<file path="src/rtl/keypad_digit_loader_if.sv">
// ---------------------------------------------------------------------------
// keypad_digit_loader_if
//   Bundles the keypad-entry signals exchanged between the keypad priority
//   encoder / oven controller (master) and the digit loader (slave).
//
//   master -> slave : loadn (active-low entry enable), clear (sync clear),
//                     D (encoded digit), all_off (no key pressed)
//   slave -> master : sec_ones, sec_tens, min_ones, min_tens (BCD MM:SS),
//                     entry_count (digits entered, 0..4), digit_strobe
//                     (one-cycle pulse after a digit is shifted in),
//                     valid_time (entered time is loadable)
// ---------------------------------------------------------------------------
interface keypad_digit_loader_if;
  logic       loadn;
  logic       clear;
  logic [3:0] D;
  logic       all_off;
  logic [3:0] sec_ones;
  logic [3:0] sec_tens;
  logic [3:0] min_ones;
  logic [3:0] min_tens;
  logic [2:0] entry_count;
  logic       digit_strobe;
  logic       valid_time;

  modport master (
    output loadn, clear, D, all_off,
    input  sec_ones, sec_tens, min_ones, min_tens,
    input  entry_count, digit_strobe, valid_time
  );

  modport slave (
    input  loadn, clear, D, all_off,
    output sec_ones, sec_tens, min_ones, min_tens,
    output entry_count, digit_strobe, valid_time
  );
endinterface

</file>
<file path="src/rtl/keypad_digit_loader.sv">
// ---------------------------------------------------------------------------
// keypad_digit_loader
//   Debounces keypad presses/releases and shifts each accepted BCD digit into
//   a 4-digit MM:SS entry register that feeds the countdown timer. One digit
//   per physical press; a key held across reset or loadn is never captured.
//
//   clk   : system clock, rising edge
//   reset : asynchronous, active-high reset
//   kp    : keypad_digit_loader_if.slave (inputs loadn/clear/D/all_off,
//           outputs digits, entry_count, digit_strobe, valid_time)
//
//   Parameters: DEBOUNCE_CYCLES (>= 1) consecutive stable samples to accept a
//   press or release; DB_W must be wide enough to hold DEBOUNCE_CYCLES.
// ---------------------------------------------------------------------------
module keypad_digit_loader #(
  parameter int DEBOUNCE_CYCLES = 4,
  parameter int DB_W            = 3
) (
  input logic                  clk,
  input logic                  reset,
  keypad_digit_loader_if.slave kp
);

  typedef enum logic [1:0] {
    IDLE         = 2'd0,
    PRESS_DB     = 2'd1,
    CAPTURE      = 2'd2,
    WAIT_RELEASE = 2'd3
  } state_e;

  localparam logic [DB_W-1:0] DB_TARGET  = DB_W'(DEBOUNCE_CYCLES);
  localparam logic [DB_W-1:0] DB_ONE     = DB_W'(1);
  localparam logic [2:0]      MAX_DIGITS = 3'd4;
  localparam logic [3:0]      MAX_BCD    = 4'd9;
  localparam logic [3:0]      MAX_STENS  = 4'd5;

  state_e          state_q, state_d;
  logic [DB_W-1:0] cnt_q, cnt_d, cnt_inc;
  logic [3:0]      cand_q, cand_d;
  // Index 0 = sec_ones ... 3 = min_tens, so a left shift moves digits up.
  logic [3:0][3:0] digits_q, digits_d;
  logic [2:0]      count_q, count_d;
  logic            strobe_q, strobe_d;
  logic            take_digit;

  // Saturating increment: the debounce counter never wraps.
  assign cnt_inc = (cnt_q >= DB_TARGET) ? DB_TARGET : cnt_q + DB_ONE;

  always_comb begin
    // NOTE: every signal driven here gets a default first, so no path leaves
    // it unassigned and no latch is inferred.
    state_d    = state_q;
    cnt_d      = cnt_q;
    cand_d     = cand_q;
    digits_d   = digits_q;
    count_d    = count_q;
    strobe_d   = 1'b0;
    take_digit = 1'b0;

    case (state_q)
      IDLE: begin
        if (!kp.all_off) begin
          cand_d  = kp.D;
          cnt_d   = DB_ONE;
          state_d = (DB_ONE >= DB_TARGET) ? CAPTURE : PRESS_DB;
        end
      end
      PRESS_DB: begin
        if (kp.all_off) begin
          state_d = IDLE;
          cnt_d   = '0;
        end else if (kp.D != cand_q) begin
          // Code changed mid-debounce: restart on the new candidate.
          cand_d = kp.D;
          cnt_d  = DB_ONE;
          if (DB_ONE >= DB_TARGET) state_d = CAPTURE;
        end else begin
          cnt_d = cnt_inc;
          if (cnt_inc >= DB_TARGET) state_d = CAPTURE;
        end
      end
      CAPTURE: begin
        take_digit = (cand_q <= MAX_BCD) && (count_q < MAX_DIGITS);
        cnt_d      = '0;
        state_d    = WAIT_RELEASE;
      end
      WAIT_RELEASE: begin
        if (kp.all_off) begin
          cnt_d = cnt_inc;
          if (cnt_inc >= DB_TARGET) begin
            state_d = IDLE;
            cnt_d   = '0;
          end
        end else begin
          cnt_d = '0;
        end
      end
      default: begin
        state_d = WAIT_RELEASE;
        cnt_d   = '0;
      end
    endcase

    // Entry disabled: park in WAIT_RELEASE so a key held through the enable
    // edge needs a fresh debounced release before it can be captured.
    if (kp.loadn) begin
      state_d    = WAIT_RELEASE;
      cnt_d      = '0;
      take_digit = 1'b0;
    end

    if (take_digit && !kp.clear) begin
      digits_d = {digits_q[2:0], cand_q};
      count_d  = count_q + 3'd1;
      strobe_d = 1'b1;
    end

    // clear overrides a same-cycle capture but leaves the FSM path alone.
    if (kp.clear) begin
      digits_d = '0;
      count_d  = '0;
    end
  end

  always_ff @(posedge clk or posedge reset) begin
    // NOTE: state registers use non-blocking assignments so every register
    // samples the pre-edge values, independent of statement order.
    if (reset) begin
      state_q  <= WAIT_RELEASE;
      cnt_q    <= '0;
      cand_q   <= '0;
      digits_q <= '0;
      count_q  <= '0;
      strobe_q <= 1'b0;
    end else begin
      state_q  <= state_d;
      cnt_q    <= cnt_d;
      cand_q   <= cand_d;
      digits_q <= digits_d;
      count_q  <= count_d;
      strobe_q <= strobe_d;
    end
  end

  assign kp.sec_ones     = digits_q[0];
  assign kp.sec_tens     = digits_q[1];
  assign kp.min_ones     = digits_q[2];
  assign kp.min_tens     = digits_q[3];
  assign kp.entry_count  = count_q;
  assign kp.digit_strobe = strobe_q;
  assign kp.valid_time   = (count_q != 3'd0) && (digits_q != '0) &&
                           (digits_q[1] <= MAX_STENS);

endmodule

</file>
<file path="src/flat_wrapper.sv">
// flat-port wrapper written by rule: the top's interface ports become plain ports
module keypad_digit_loader_flat 
#(
  parameter int DEBOUNCE_CYCLES = 4,
  parameter int DB_W            = 3
)
  (clk, reset, kp_loadn, kp_clear, kp_D, kp_all_off, kp_sec_ones, kp_sec_tens, kp_min_ones, kp_min_tens, kp_entry_count, kp_digit_strobe, kp_valid_time);
  keypad_digit_loader_if kp_i ();
  input logic clk;
  input logic reset;
  input wire logic [$bits(kp_i.loadn)-1:0] kp_loadn;
  input wire logic [$bits(kp_i.clear)-1:0] kp_clear;
  input wire logic [$bits(kp_i.D)-1:0] kp_D;
  input wire logic [$bits(kp_i.all_off)-1:0] kp_all_off;
  output wire logic [$bits(kp_i.sec_ones)-1:0] kp_sec_ones;
  output wire logic [$bits(kp_i.sec_tens)-1:0] kp_sec_tens;
  output wire logic [$bits(kp_i.min_ones)-1:0] kp_min_ones;
  output wire logic [$bits(kp_i.min_tens)-1:0] kp_min_tens;
  output wire logic [$bits(kp_i.entry_count)-1:0] kp_entry_count;
  output wire logic [$bits(kp_i.digit_strobe)-1:0] kp_digit_strobe;
  output wire logic [$bits(kp_i.valid_time)-1:0] kp_valid_time;
  assign kp_i.loadn = kp_loadn;
  assign kp_i.clear = kp_clear;
  assign kp_i.D = kp_D;
  assign kp_i.all_off = kp_all_off;
  assign kp_sec_ones = kp_i.sec_ones;
  assign kp_sec_tens = kp_i.sec_tens;
  assign kp_min_ones = kp_i.min_ones;
  assign kp_min_tens = kp_i.min_tens;
  assign kp_entry_count = kp_i.entry_count;
  assign kp_digit_strobe = kp_i.digit_strobe;
  assign kp_valid_time = kp_i.valid_time;
  keypad_digit_loader #(.DEBOUNCE_CYCLES(DEBOUNCE_CYCLES), .DB_W(DB_W)) u_core (.clk(clk), .reset(reset), .kp(kp_i));
endmodule
</file>
<file path="config.mk">
export PLATFORM = sky130hd
export DESIGN_NAME = keypad_digit_loader_flat
export DESIGN_NICKNAME = d
export VERILOG_FILES = /design/src/rtl/keypad_digit_loader_if.sv /design/src/rtl/keypad_digit_loader.sv /design/src/flat_wrapper.sv
export SDC_FILE = /design/constraint.sdc
export NUM_CORES = 1
export LEC_CHECK = 0
export ABC_AREA = 1
export CORE_MARGIN = 5
export CORE_UTILIZATION = 50
export DETAILED_ROUTE_END_ITERATION = 6
export PLACE_DENSITY = 0.77
export SLEW_MARGIN = 30
export SYNTH_ARGS = -nofsm -noshare
export SYNTH_HDL_FRONTEND = slang
export SYNTH_SLANG_ARGS = --single-unit
</file>
<file path="constraint.sdc">
create_clock -name clk -period 3.84 [get_ports clk]
set_input_delay 0.384 -clock clk [delete_from_list [all_inputs] [get_ports clk]]
set_output_delay 0.384 -clock clk [all_outputs]
set_load 0.02 [all_outputs]
</file>
==> flow_summary.toml, run 1 <==
[outcome]
status = "completed"

[pwr]
vdd_ir_drop_max_mv = 0.371
power_leakage_uw = 0.000964
p_per_area_mw_per_mm2 = 526

[cts]
cts-resized-gates = 0
post_cts.repair.setup_buffers = 0
clk_latency_ns = 0.34
numCtsBuffers = 5
cts_tree = "done"
root_buffer = "clkbuf_4"
cts.sinks = 29
htreeDepth = 2
clk_pin_slew_worst_paths_ns = 0.11
cts_buffer_depth = 2
holdBufCountCts = 0

[global_routing]
grt_overflow_total = 0
grt_max_degree = 30
grt_pass1_wl_mm = 5.67
grt_antenna_before_repair = 0
grt_usage_pct = 17.6
grt_pass1_vias = 1296

[place]
placed_cell_area_sq_mm = 0.00187
dp_cells = 256
io_buffers = 29
place.gp.congestion = 0.779
hpwl_mm = 2.38

[logic_synthesis]
synth-edff-count = 0
synth.top_cell.area_share_pct = 43.5
synth_area_per_cell_sq_um = 8.39
synthTopCellsByCount = "47 x nand2_1, 38 x inv_1, 27 x dfrtp_1, 15 x nand3_1"
netlist_instances = 185
yosysMostFrequentCell = "nand2_1"
synthArstFlopShare_pct = 100
synth_seq_area_share_pct = 46.9
yosys_warnings = 0
syn_area_sq_mm = 0.00155
netlist_top_cells_area = "dfrtp_1 44%, nand2_1 11%, inv_1 9.2%"
syn_nets = 198
yosys.area.top_type = "dfrtp_1"
ys_seq_elements = 29
synth_ff_type = "dfrtp_1"
synthDistinctLibCells = 26

[routing]
ant_nets = 0
drtIter0Drc = 76
drc_errors = 0
first_pass_iters = 4
wl_mm = 3.28
vias_per_cell = 4.91
wl_per_cell_um = 12.4
vias = 1295

[finish]
drive_gt1_share_pct = 13.2
n_antenna_cell = 0
final_nets = 232
final_area_sq_mm = 0.00197
final_cells = 264
area.growth.synth_to_final_pct = 26.8

[min_path]
hold_class = "primary input to asynchronous set/reset pin"

[floorplan]
start_util_pct = 51.3
die_y_um = 65.7
die_x_um = 65.7
dieArea_sq_mm = 0.00432
ioPinCount = 30
rows = 20
core_area_sq_mm = 0.00303

[critical_path]
cpLargestDelayFamily = "buffers and inverters"
worstSetupPathType = "flop to output pin"
critPathArrivalTime_ns = 1.90
crit_slowest_cell = "clkdlybuf4s50_1"
endpoint_kind = "output pin"
start_kind = "flop"
crit_chain = "inv_1, ha_1, nand2_1, o211ai_1, a31oi_1, clkdlybuf4s50_1"
worst-path-buf-inv = 2
cp.required_ns = 3.46
critPathMaxFanout = 3
slowest_delay_ns = 0.63

[sta]
setup_viol = 0
hold_violations = 0
tightest_slew_ns = 0.581
hold_slack_ns = 0.413
min_period_ns = 2.29
setup_tns_ns = 0
clock-skew-final_ns = 0.0129
drv_slew = 0
grt_setup_unrepaired = "no"
post-route-period-util_pct = 59.6
clock.fmax_ghz = 0.437
maxSlewHeadroom_pct = 61.2

[job]
max-cap-violations = 0
[per-layer routing]
layer  track usage, %  share of wire [%]
met1             22.5                 48
met2             26.9                 45
met3             3.42                4.9
met4             11.7                1.9
met5                0                  0
[where the power goes]
part	internal, uW	switching [uW]
sequential	359	49.3
combinational	112	195
clock	202	118
total	673	362
[logic make-up (layout without fill, tap and decap cells)]
group           Yosys count  in the layout  synth area share [%]
buf+inv                  43             78                  11.9
simple gates             83             83                  24.3
fa+ha+maj                 4              4                  3.22
compound gates           26             26                  13.7
flops                    29             29                  46.9
[final timing paths]
path	startpoint	endpoint	slack, ns	cells past startpoint
max	u_core.kp.entry_count[0]	kp_valid_time	1.55	6
min	reset	u_core.kp.sec_tens[0]	0.41	2
max reg2reg	u_core.state_q[1]	u_core.kp.entry_count[1]	2.20	6
min reg2reg	u_core.cand_q[0]	u_core.cand_q[0]	0.51	2
max in group asynchronous	reset	u_core.kp.min_tens[0]	3.04	2
min in group clk	u_core.cand_q[0]	u_core.cand_q[0]	0.51	2
[cells in the final DEF (no fill, tap or decap), types with 2 or more instances in the layout]
| master | instances |
|---|---|
| nand2_1 | 47 |
| bufinv_16 | 2 |
| inv_2 | 4 |
| dfrtp_1 | 27 |
| ha_1 | 4 |
| o21ai_0 | 9 |
| nor4_1 | 2 |
| inv_1 | 37 |
| o22ai_1 | 3 |
| nand3_1 | 15 |
| dfstp_2 | 2 |
| nor2_1 | 10 |
| clkdlybuf4s50_1 | 29 |
| nand4_1 | 2 |
| clkbuf_4 | 5 |
| o22ai_2 | 10 |
[worst register-to-register path, cell delays in order (launching register included)]
cell	delay [ns]
dfstp_2	0.61
nand2_2	0.09
nor3_4	0.16
nand3_2	0.36
inv_1	0.22
nand2_1	0.06
o21ai_0	0.06
[state kept, by name (all words and copies together) (netlist names)]
| signal | flops |
|---|---|
| u_core.cand_q | 4 |
| u_core.cnt_q | 3 |
| u_core.kp.digit_strobe | 1 |
| u_core.kp.entry_count | 3 |
| u_core.kp.min_ones | 4 |
| u_core.kp.min_tens | 4 |
| u_core.kp.sec_ones | 4 |
| u_core.kp.sec_tens | 4 |
| u_core.state_q | 2 |
[cell type report]
type / count / area (sq um)
fillers: 267 / 1060
flip-flops and latches: 29 / 728
multi-input cells: 113 / 639
repair buffers: 29 / 290
inverters: 41 / 154
clock inverters: 3 / 65.1
well taps: 44 / 55.1
clock buffers: 5 / 37.5
[stage by stage]
step                util, %  total power [uW]  setup WS [ns]
global placement       61.7               717           1.89
CTS                    65.0              1040           1.52
finish                 65.0              1030           1.55
global route           65.0              1110           1.40
floorplan                 -               644           2.21
detailed placement     61.7               723           1.87
Power figures use the tool's default switching activity.
==> run 2, diff against run 1 <==
--- a/config.mk
+++ b/config.mk
@@ -7,9 +7,9 @@
 export LEC_CHECK = 0
 export ABC_AREA = 1
 export CORE_MARGIN = 5
-export CORE_UTILIZATION = 50
+export CORE_UTILIZATION = 46
 export DETAILED_ROUTE_END_ITERATION = 6
-export PLACE_DENSITY = 0.77
+export PLACE_DENSITY = 0.75
 export SLEW_MARGIN = 30
 export SYNTH_ARGS = -nofsm -noshare
 export SYNTH_HDL_FRONTEND = slang
==> constraint.sdc (replaced) <==
create_clock -name clk -period 1.9 [get_ports clk]
set_input_delay 0.19 -clock clk [delete_from_list [all_inputs] [get_ports clk]]
set_output_delay 0.19 -clock clk [all_outputs]
set_load 0.02 [all_outputs]
==> run 2 against run 1 <==
Net effect:
- die area rose by 7.4%
- non-clock buffer count rose by 4
- clock power rose by 64%
- global-route usage fell by 1.5 points
- combinational power rose by 110%
- worst setup slack got worse by 1.3 ns
- hold slack got worse by 0.19 ns
- count of clock-buffer cells in the layout rose by 2
- routed wire length rose by 1.5%
- sequential power rose by 100%
- core utilization fell by 5.3 points
- first-iteration DRC count rose by 17%
- critical endpoint unchanged
- highest routed layer unchanged
==> flow_summary.toml, run 2 (synthesis gave the netlist of run 1 again) <==
[global_routing]
grt_antenna_before_repair = 0
grt_max_degree = 30
grt_overflow_total = 0
grt_usage_pct = 16.1
grt_pass1_vias = 1249
grt_pass1_wl_mm = 5.52

[job]
max-cap-violations = 0

[finish]
area.growth.synth_to_final_pct = 27.5
layout_common_cells = "47 x nand2_1, 38 x inv_1, 28 x clkdlybuf4s50_1"
final_area_sq_mm = 0.00198
layout_commonest_cell = "nand2_1"
drive_gt1_share_pct = 14.3
final_nets = 236
n_antenna_cell = 0

[sta]
grt_setup_unrepaired = "no"
drv_slew = 0
setup_viol = 0
post-route-period-util_pct = 86.4
min_period_ns = 1.64
tightest_slew_ns = 0.373
hold_violations = 0
maxSlewHeadroom_pct = 75.1
clock-skew-final_ns = 0.00406
setup_tns_ns = 0
clock.fmax_ghz = 0.609

[floorplan]
dieArea_sq_mm = 0.00464
die_x_um = 68.1
start_util_pct = 46.9
die_y_um = 68.1
core_area_sq_mm = 0.00331
ioPinCount = 30
rows = 21

[outcome]
status = "completed"

[critical_path]
r2r_setup_slack_ns = 0.40
start_kind = "flop"
cp.required_ns = 1.71
critPathMaxFanout = 3
critPathArrivalTime_ns = 1.45
endpoint_kind = "output pin"
worstSetupPathType = "flop to output pin"

[min_path]
hold_class = "primary input to asynchronous set/reset pin"

[place]
place.gp.congestion = 0.887
placed_cell_area_sq_mm = 0.00190
hpwl_mm = 2.51
io_buffers = 29

[cts]
numCtsBuffers = 5
cts.sinks = 29
root_buffer = "clkbuf_4"
clk_pin_slew_worst_paths_ns = 0.09
clk_latency_ns = 0.32
cts_buffer_depth = 2
cts_tree = "done"
htreeDepth = 2

[routing]
vias = 1265
first_pass_iters = 4
drtIter0Drc = 89
vias_per_cell = 4.69
wl_mm = 3.33
drc_errors = 0
wl_per_cell_um = 12.3
ant_nets = 0

[pwr]
power_leakage_uw = 0.000975
p_per_area_mw_per_mm2 = 1000
vdd_ir_drop_max_mv = 0.542
-- run 2: cell count changes in the layout (fill, tap and decap cells not counted) --
cell / before / now
clkinv_2: 1 / 0
clkdlybuf4s50_1: 29 / 28
buf_4: 0 / 4
inv_1: 37 / 38
clkbuf_8: 0 / 1
clkbuf_2: 0 / 1
bufinv_16: 2 / 1
inv_2: 4 / 3
clkbuf_1: 0 / 1
-- run 2: report_power, final --
part | leakage, uW | switching, uW | internal [uW] | total, uW
registers | 0.000390 | 96.3 | 726 | 823
clock network | 0.0000455 | 210 | 314 | 524
logic | 0.000539 | 395 | 240 | 636
-- run 2: worst max-delay path: stages, from the launching register on --
cell and delay, ns:
dfrtp_1 0.38, inv_1 0.07, ha_1 0.19, nand2_1 0.06, o211ai_1 0.08, a31oi_1 0.15
clkbuf_2 0.19
-- run 2: timing repair --
item / in CTS / in global routing
setup endpoints to repair: 1 / 1
setup buffers: 0 / 0
endpoints found under the hold margin: 0 / 0
hold buffers: 0 / 0
gates resized for setup: 1 / 3
pin swaps: 0 / 0
-- run 2: area by class of cell --
class                           count  area [sq um]
Timing Repair Buffer               33           315
Clock buffer                        7          55.1
Tap cell                           46          57.6
Sequential cell                    29           728
Multi-Input combinational cell    113           639
Clock inverter                      1          30.0
Inverter                           41           154
Fill cell                         301          1330
-- run 2: per-stage QoR --
step	hold WS [ns]	power (uW)	cells	util, %	setup WS, ns
after floorplan	0.253	1300	185	-	0.460
after global placement	0.493	1460	262	57.4	0.191
after detailed placement	0.496	1470	262	57.4	0.149
after CTS	0.232	2000	270	59.9	0.0741
after global routing	0.260	2130	270	59.8	0.100
final	0.225	1980	270	59.8	0.258
-- run 2: worst paths after layout --
path                                           from                       end  cells after the start
min in group clk                           kp_clear  u_core.kp.entry_count[2]                      2
min reg2reg                        u_core.cand_q[0]          u_core.cand_q[0]                      2
max reg2reg                       u_core.state_q[1]     u_core.kp.sec_tens[0]                      5
min                                           reset           u_core.cnt_q[2]                      3
max                        u_core.kp.entry_count[0]             kp_valid_time                      6
max in group asynchronous                     reset         u_core.state_q[0]                      3
-- run 2: routing by layer --
layer | track usage (%) | vias up | share of wire (%)
met2 | 25.2 | 29 | 44
li1 | - | 669 | -
met1 | 21.2 | 562 | 50
met4 | 5.21 | 0 | 1.3
met5 | 0 | - | 0
met3 | 4.93 | 5 | 4.8
==> RTL change 1 (settings of run 1) <==
Encoding of `state_e`: now Gray code (2 bits for 4 states).
--- a/src/rtl/keypad_digit_loader.sv
+++ b/src/rtl/keypad_digit_loader.sv
@@ -23,8 +23,8 @@
 
   typedef enum logic [1:0] {
-    IDLE         = 2'd0,
-    PRESS_DB     = 2'd1,
-    CAPTURE      = 2'd2,
-    WAIT_RELEASE = 2'd3
+    IDLE         = 2'b00,
+    PRESS_DB     = 2'b01,
+    CAPTURE      = 2'b11,
+    WAIT_RELEASE = 2'b10
   } state_e;
 
Check against the original RTL: no difference found for any inputs over 10 cycles, from zero or initial values and one cycle with reset high; not proved beyond that.
==> RTL change 1 against run 1 <==
Clock power fell by 17%; design area fell by 3.8%; total power fell by 10%; count of clock-buffer cells in the layout rose by 2; synthesized cell count fell by 4.9%; sequential cell count did not move; synthesized area fell by 3.2%; die area fell by 2.7%; wire length rose by 4.8%; hold slack improved by 0.028 ns; setup slack got worse by 0.026 ns; register-to-register slack got worse by 0.06 ns.
==> RTL change 1: results (changes against run 1) <==
[clock_network]
cts_buffers=5  ; unchanged
h-tree-depth=2  ; unchanged
clk_latency_ns=0.33
cts_resized=0  ; unchanged
postCtsSetupRepairBufs=0  ; unchanged
clk_pin_slew_ns=0.09  ; was 0.11 ns

[synthesis]
synth-async-reset-ratio_pct=100  ; unchanged
yosys_warnings=0  ; unchanged
seq_area_frac_synth_pct=48.4  ; was 46.9%
synth_fp_nets=189  ; was 198
synthFlopType=dfrtp_1  ; unchanged
yosysUniqueCellTypes=21  ; was 26
synth_cells=176  ; was 185
synth.area.top_cells=dfrtp_1 47%, nand2_1 9.5%, inv_1 9.0%, o22ai_2 8.3%, nand3_1 4.0%  ; was dfrtp_1 44%, nand2_1 11%, inv_1 9.2%, o22ai_2 8.1%, nand3_1 4.8%
ys_top_cells_by_count=38 x nand2_1, 36 x inv_1, 28 x dfrtp_1  ; was 47 x nand2_1, 38 x inv_1, 27 x dfrtp_1

[power]
irDropWorstVdd_uv=239  ; was 371 uV
p_leak_uw=0.000876  ; was 0.000964 uW

[min_path]
hold_class=in -> async  ; unchanged

[worst_setup_path]
arrival_ns=1.93  ; was 1.90 ns
crit_fanout=3  ; unchanged
r2r_setup_slack_ns=2.14  ; was 2.20 ns
crit_path_start=u_core.kp.entry_count[0]$_DFFE_PP0P_  ; unchanged
timing.rr.start=u_core.state_q[1]$_DFFE_PP1P_  ; unchanged
r2r_cells=6  ; unchanged
endpoint=kp_valid_time  ; unchanged

[placed_design]
gp_congestion=0.872  ; was 0.779
io_buffers=29  ; unchanged
dp_hpwl_um=2500  ; was 2380 um
dp_cells=234  ; was 256

[finish]
nNetsFinal=223  ; was 232
layout-drive-gt1-share_pct=10.9  ; was 13.2%
fillers=230  ; was 267
diodes=0  ; unchanged

[outcome]
outcome=complete, no violations  ; unchanged

[detailed_routing]
vias_per_cell=5.46  ; was 4.91
dr.pass1.iters=4  ; unchanged
wirelength_um=3430  ; was 3280 um
drtIter0Drc=166  ; was 76
wl_per_cell_um=14.2  ; was 12.4 um

[sta]
hold_ws_ns=0.440  ; was 0.413 ns
tightest_slew_ns=0.598  ; was 0.581 ns
skew_ns=0.00490  ; was 0.0129 ns

[grt]
antenna_found_initial=0  ; unchanged
grt_usage_pct=18.4  ; was 17.6%
grt_pass1_wl_um=5910  ; was 5670 um
grt_max_degree=30  ; unchanged

==> RTL change 1: logic make-up after synthesis <==
family | share of synthesized area [%]
and+or+nand+nor | 22.5
buffers and inverters | 10.5
AOI/OAI and AO/OA | 15.3
DFF | 48.4
adders and majority gates | 3.33
==> RTL change 1: area by class of cell <==
cell class | instances | area [sq um] | share of cell area (%)
multi-input cells | 109 | 618 | 32.6
inverters | 36 | 135 | 7.13
clock inverters | 1 | 30.0 | 1.59
clock buffers | 7 | 55.1 | 2.91
well taps | 31 | 38.8 | 2.05
flip-flops and latches | 29 | 727 | 38.4
repair buffers | 29 | 290 | 15.3
==> RTL change 1: through the flow <==
step	cell area, sq um	power [uW]	util [%]	worst slack (ns)
finish	1890	927	67.0	1.52
floorplan	1500	590	-	2.21
global placement	1810	650	64.0	1.85
detailed placement	1810	663	64.0	1.78
CTS	1890	931	67.0	1.50
global route	1890	988	67.0	1.41
==> RTL change 1: critical path, cell delays in order (launching register included) <==
cell	delay [ns]
dfrtp_1	0.38
inv_1	0.08
ha_1	0.19
nand2_1	0.08
o211ai_1	0.08
a31oi_1	0.16
clkdlybuf4s50_1	0.63
==> RTL change 1: report_power, final <==
part / switching, uW / internal, uW / total, uW / leakage [uW]
logic: 170 / 90.8 / 261 / 0.000438
clock network: 111 / 155 / 266 / 0.0000455
registers: 48.3 / 351 / 399 / 0.000393
==> RTL change 1: per-layer routing <==
layer	routed length, um	global-route usage [%]	vias up
met4	62	7.65	0
met2	1660	29.2	53
met1	1460	22.4	624
met3	257	7.08	9
li1	-	-	635
met5	0	0	-
==> RTL change 2 (config.mk and constraints of run 1) <==
Without the edit above. `DB_W` is set to 3 in 2 places; all go to 6.
--- a/src/rtl/keypad_digit_loader.sv
+++ b/src/rtl/keypad_digit_loader.sv
@@ -15,5 +15,5 @@
 module keypad_digit_loader #(
   parameter int DEBOUNCE_CYCLES = 4,
-  parameter int DB_W            = 3
+  parameter int DB_W            = 6
 ) (
   input logic                  clk,
--- a/src/flat_wrapper.sv
+++ b/src/flat_wrapper.sv
@@ -3,5 +3,5 @@
 #(
   parameter int DEBOUNCE_CYCLES = 4,
-  parameter int DB_W            = 3
+  parameter int DB_W            = 6
 )
   (clk, reset, kp_loadn, kp_clear, kp_D, kp_all_off, kp_sec_ones, kp_sec_tens, kp_min_ones, kp_min_tens, kp_entry_count, kp_digit_strobe, kp_valid_time);
Formal check against the unedited RTL: same outputs for any inputs over 10 cycles, from zero or initial values and one cycle with reset high; that may be too few to reach the edited logic, so the function may still have changed.
==> RTL change 2 against run 1 <==
Design area rose by 3.2%; setup slack better by 0.033 ns; wire length is 2.4% lower; synthesized area grew 4.7%; utilization grew 0.98 points; non-clock buffer count rose by 1; count of clock-buffer cells in the layout grew 1; global-route usage shrank 0.62 points; sequential cell count is 3 higher; maximum frequency is 1.5% higher; critical endpoint unchanged.
Power is not compared: it rests on default switching activity, and its combinational part moved more than twofold at a synthesized area within 25%.
==> RTL change 2: results (changes against run 1) <==
[finish]
nNetsFinal=236  ; was 232
layout-drive-gt1-share_pct=12.5  ; was 13.2%
largest_reg_flops=6
diodes=0  ; unchanged
fillers=283  ; was 267
top_register=u_core.cnt_q
final_cells=268  ; was 264

[clock_network]
h-tree-depth=2  ; unchanged
cts_buffers=5  ; unchanged
clk_pin_slew_ns=0.09  ; was 0.11 ns
postCtsSetupRepairBufs=0  ; unchanged
cts-root-buf=clkbuf_4  ; unchanged
clk_path_buf_depth=2  ; unchanged

[worst_setup_path]
r2r_cells=7  ; was 6
timing.rr.start=u_core.state_q[1]$_DFFE_PP1P_  ; unchanged
r2r_setup_slack_ns=1.99  ; was 2.20 ns
regToRegEndpoint=u_core.kp.min_ones[0]$_DFFE_PP0P_  ; was u_core.kp.entry_count[1]$_DFFE_PP0P_
crit_fanout=3  ; unchanged
arrival_ns=1.87  ; was 1.90 ns
crit_path_start=u_core.kp.entry_count[0]$_DFFE_PP0P_  ; unchanged

[placed_design]
dp_cells=260  ; was 256
dp_hpwl_um=2530  ; was 2380 um
io_buffers=29  ; unchanged
gp_congestion=0.831  ; was 0.779
place_worst_setup_slack_ns=1.68  ; was 1.87 ns

[detailed_routing]
vias_per_cell=4.82  ; was 4.91
dr.pass1.iters=4  ; unchanged
drtIter0Drc=66  ; was 76
wirelength_um=3200  ; was 3280 um

[outcome]
outcome=complete, no violations  ; unchanged

[synthesis]
ys_top_cells_by_count=45 x nand2_1, 37 x inv_1, 30 x dfrtp_1  ; was 47 x nand2_1, 38 x inv_1, 27 x dfrtp_1
synth-async-reset-ratio_pct=100  ; unchanged
yosysUniqueCellTypes=24  ; was 26
yosys_warnings=0  ; unchanged
synth.area.top_cells=dfrtp_1 46%, nand2_1 10%, inv_1 8.5%, o22ai_2 6.9%, nor2_1 3.7%  ; was dfrtp_1 44%, nand2_1 11%, inv_1 9.2%, o22ai_2 8.1%, nand3_1 4.8%
syn_avg_cell_area_sq_um=8.65  ; was 8.39 sq um
synth_fp_nets=201  ; was 198
seq_area_frac_synth_pct=49.4  ; was 46.9%

[sta]
worst_slack_ns=1.58  ; was 1.55 ns
skew_ns=0.00809  ; was 0.0129 ns
tightest_slew_ns=0.640  ; was 0.581 ns

[grt]
grt_pass1_wl_um=5730  ; was 5670 um
grt_pass1_vias=1325  ; was 1296
grt_usage_pct=17.0  ; was 17.6%
grt_max_degree=25  ; was 30

[power]
p_leak_uw=0.000953

[min_path]
hold_class=in -> async  ; unchanged

-- RTL change 2: cell count changes in the layout (fill, tap and decap cells not counted), sizes merged, moves of 3 or more --
cell / before / now
a21oi: 1 / 4
o22ai: 13 / 10
o21ai: 10 / 16
dfrtp: 27 / 30
nor2: 11 / 17
nand3: 16 / 6
-- RTL change 2: cell type report --
cell class | instances | share of cell area [%]
sequential | 32 | 39.5
multi-input combinational | 114 | 32.0
inverter | 40 | 7.39
tap | 44 | 2.71
timing repair buffer | 30 | 14.7
clock buffer | 6 | 2.03
clock inverter | 2 | 1.72
-- RTL change 2: worst max-delay path, cell delays in order, from the launching register on --
cell             delay (ns)
dfrtp_1                0.38
inv_1                  0.07
ha_1                   0.20
nand2_1                0.08
o211ai_1               0.08
a21oi_1                0.12
clkdlybuf4s50_1        0.61
-- RTL change 2: power breakdown --
group          internal (uW)  total [uW]  switching (uW)
clock                    136         249             113
sequential               351         363            12.7
combinational           28.4        75.7            47.3
-- RTL change 2: per-layer routing --
layer  wire length, um  GRT usage [%]  vias up  share of wire (%)
li1                  -              -      667                  -
met5                 0              0        -                  0
met3               174           4.38        5                5.4
met4                31           7.59        0               0.97
met2              1540           27.0       27                 48
met1              1450           21.6      593                 45
-- RTL change 2: stage by stage --
stage               cell area (sq um)  hold slack, ns
finish                           2030           0.316
detailed placement               1960           0.487
floorplan                        1630           0.447
global route                     2030           0.343
global placement                 1960           0.482
CTS                              2030           0.322
-- RTL change 2: cells by family after synthesis --
family	Yosys count	share of synthesized area (%)
and+or+nand+nor	78	21.6
buffers and inverters	42	10.6
AOI/OAI and AO/OA	32	15.3
DFF	32	49.4
adders and majority gates	4	3.08
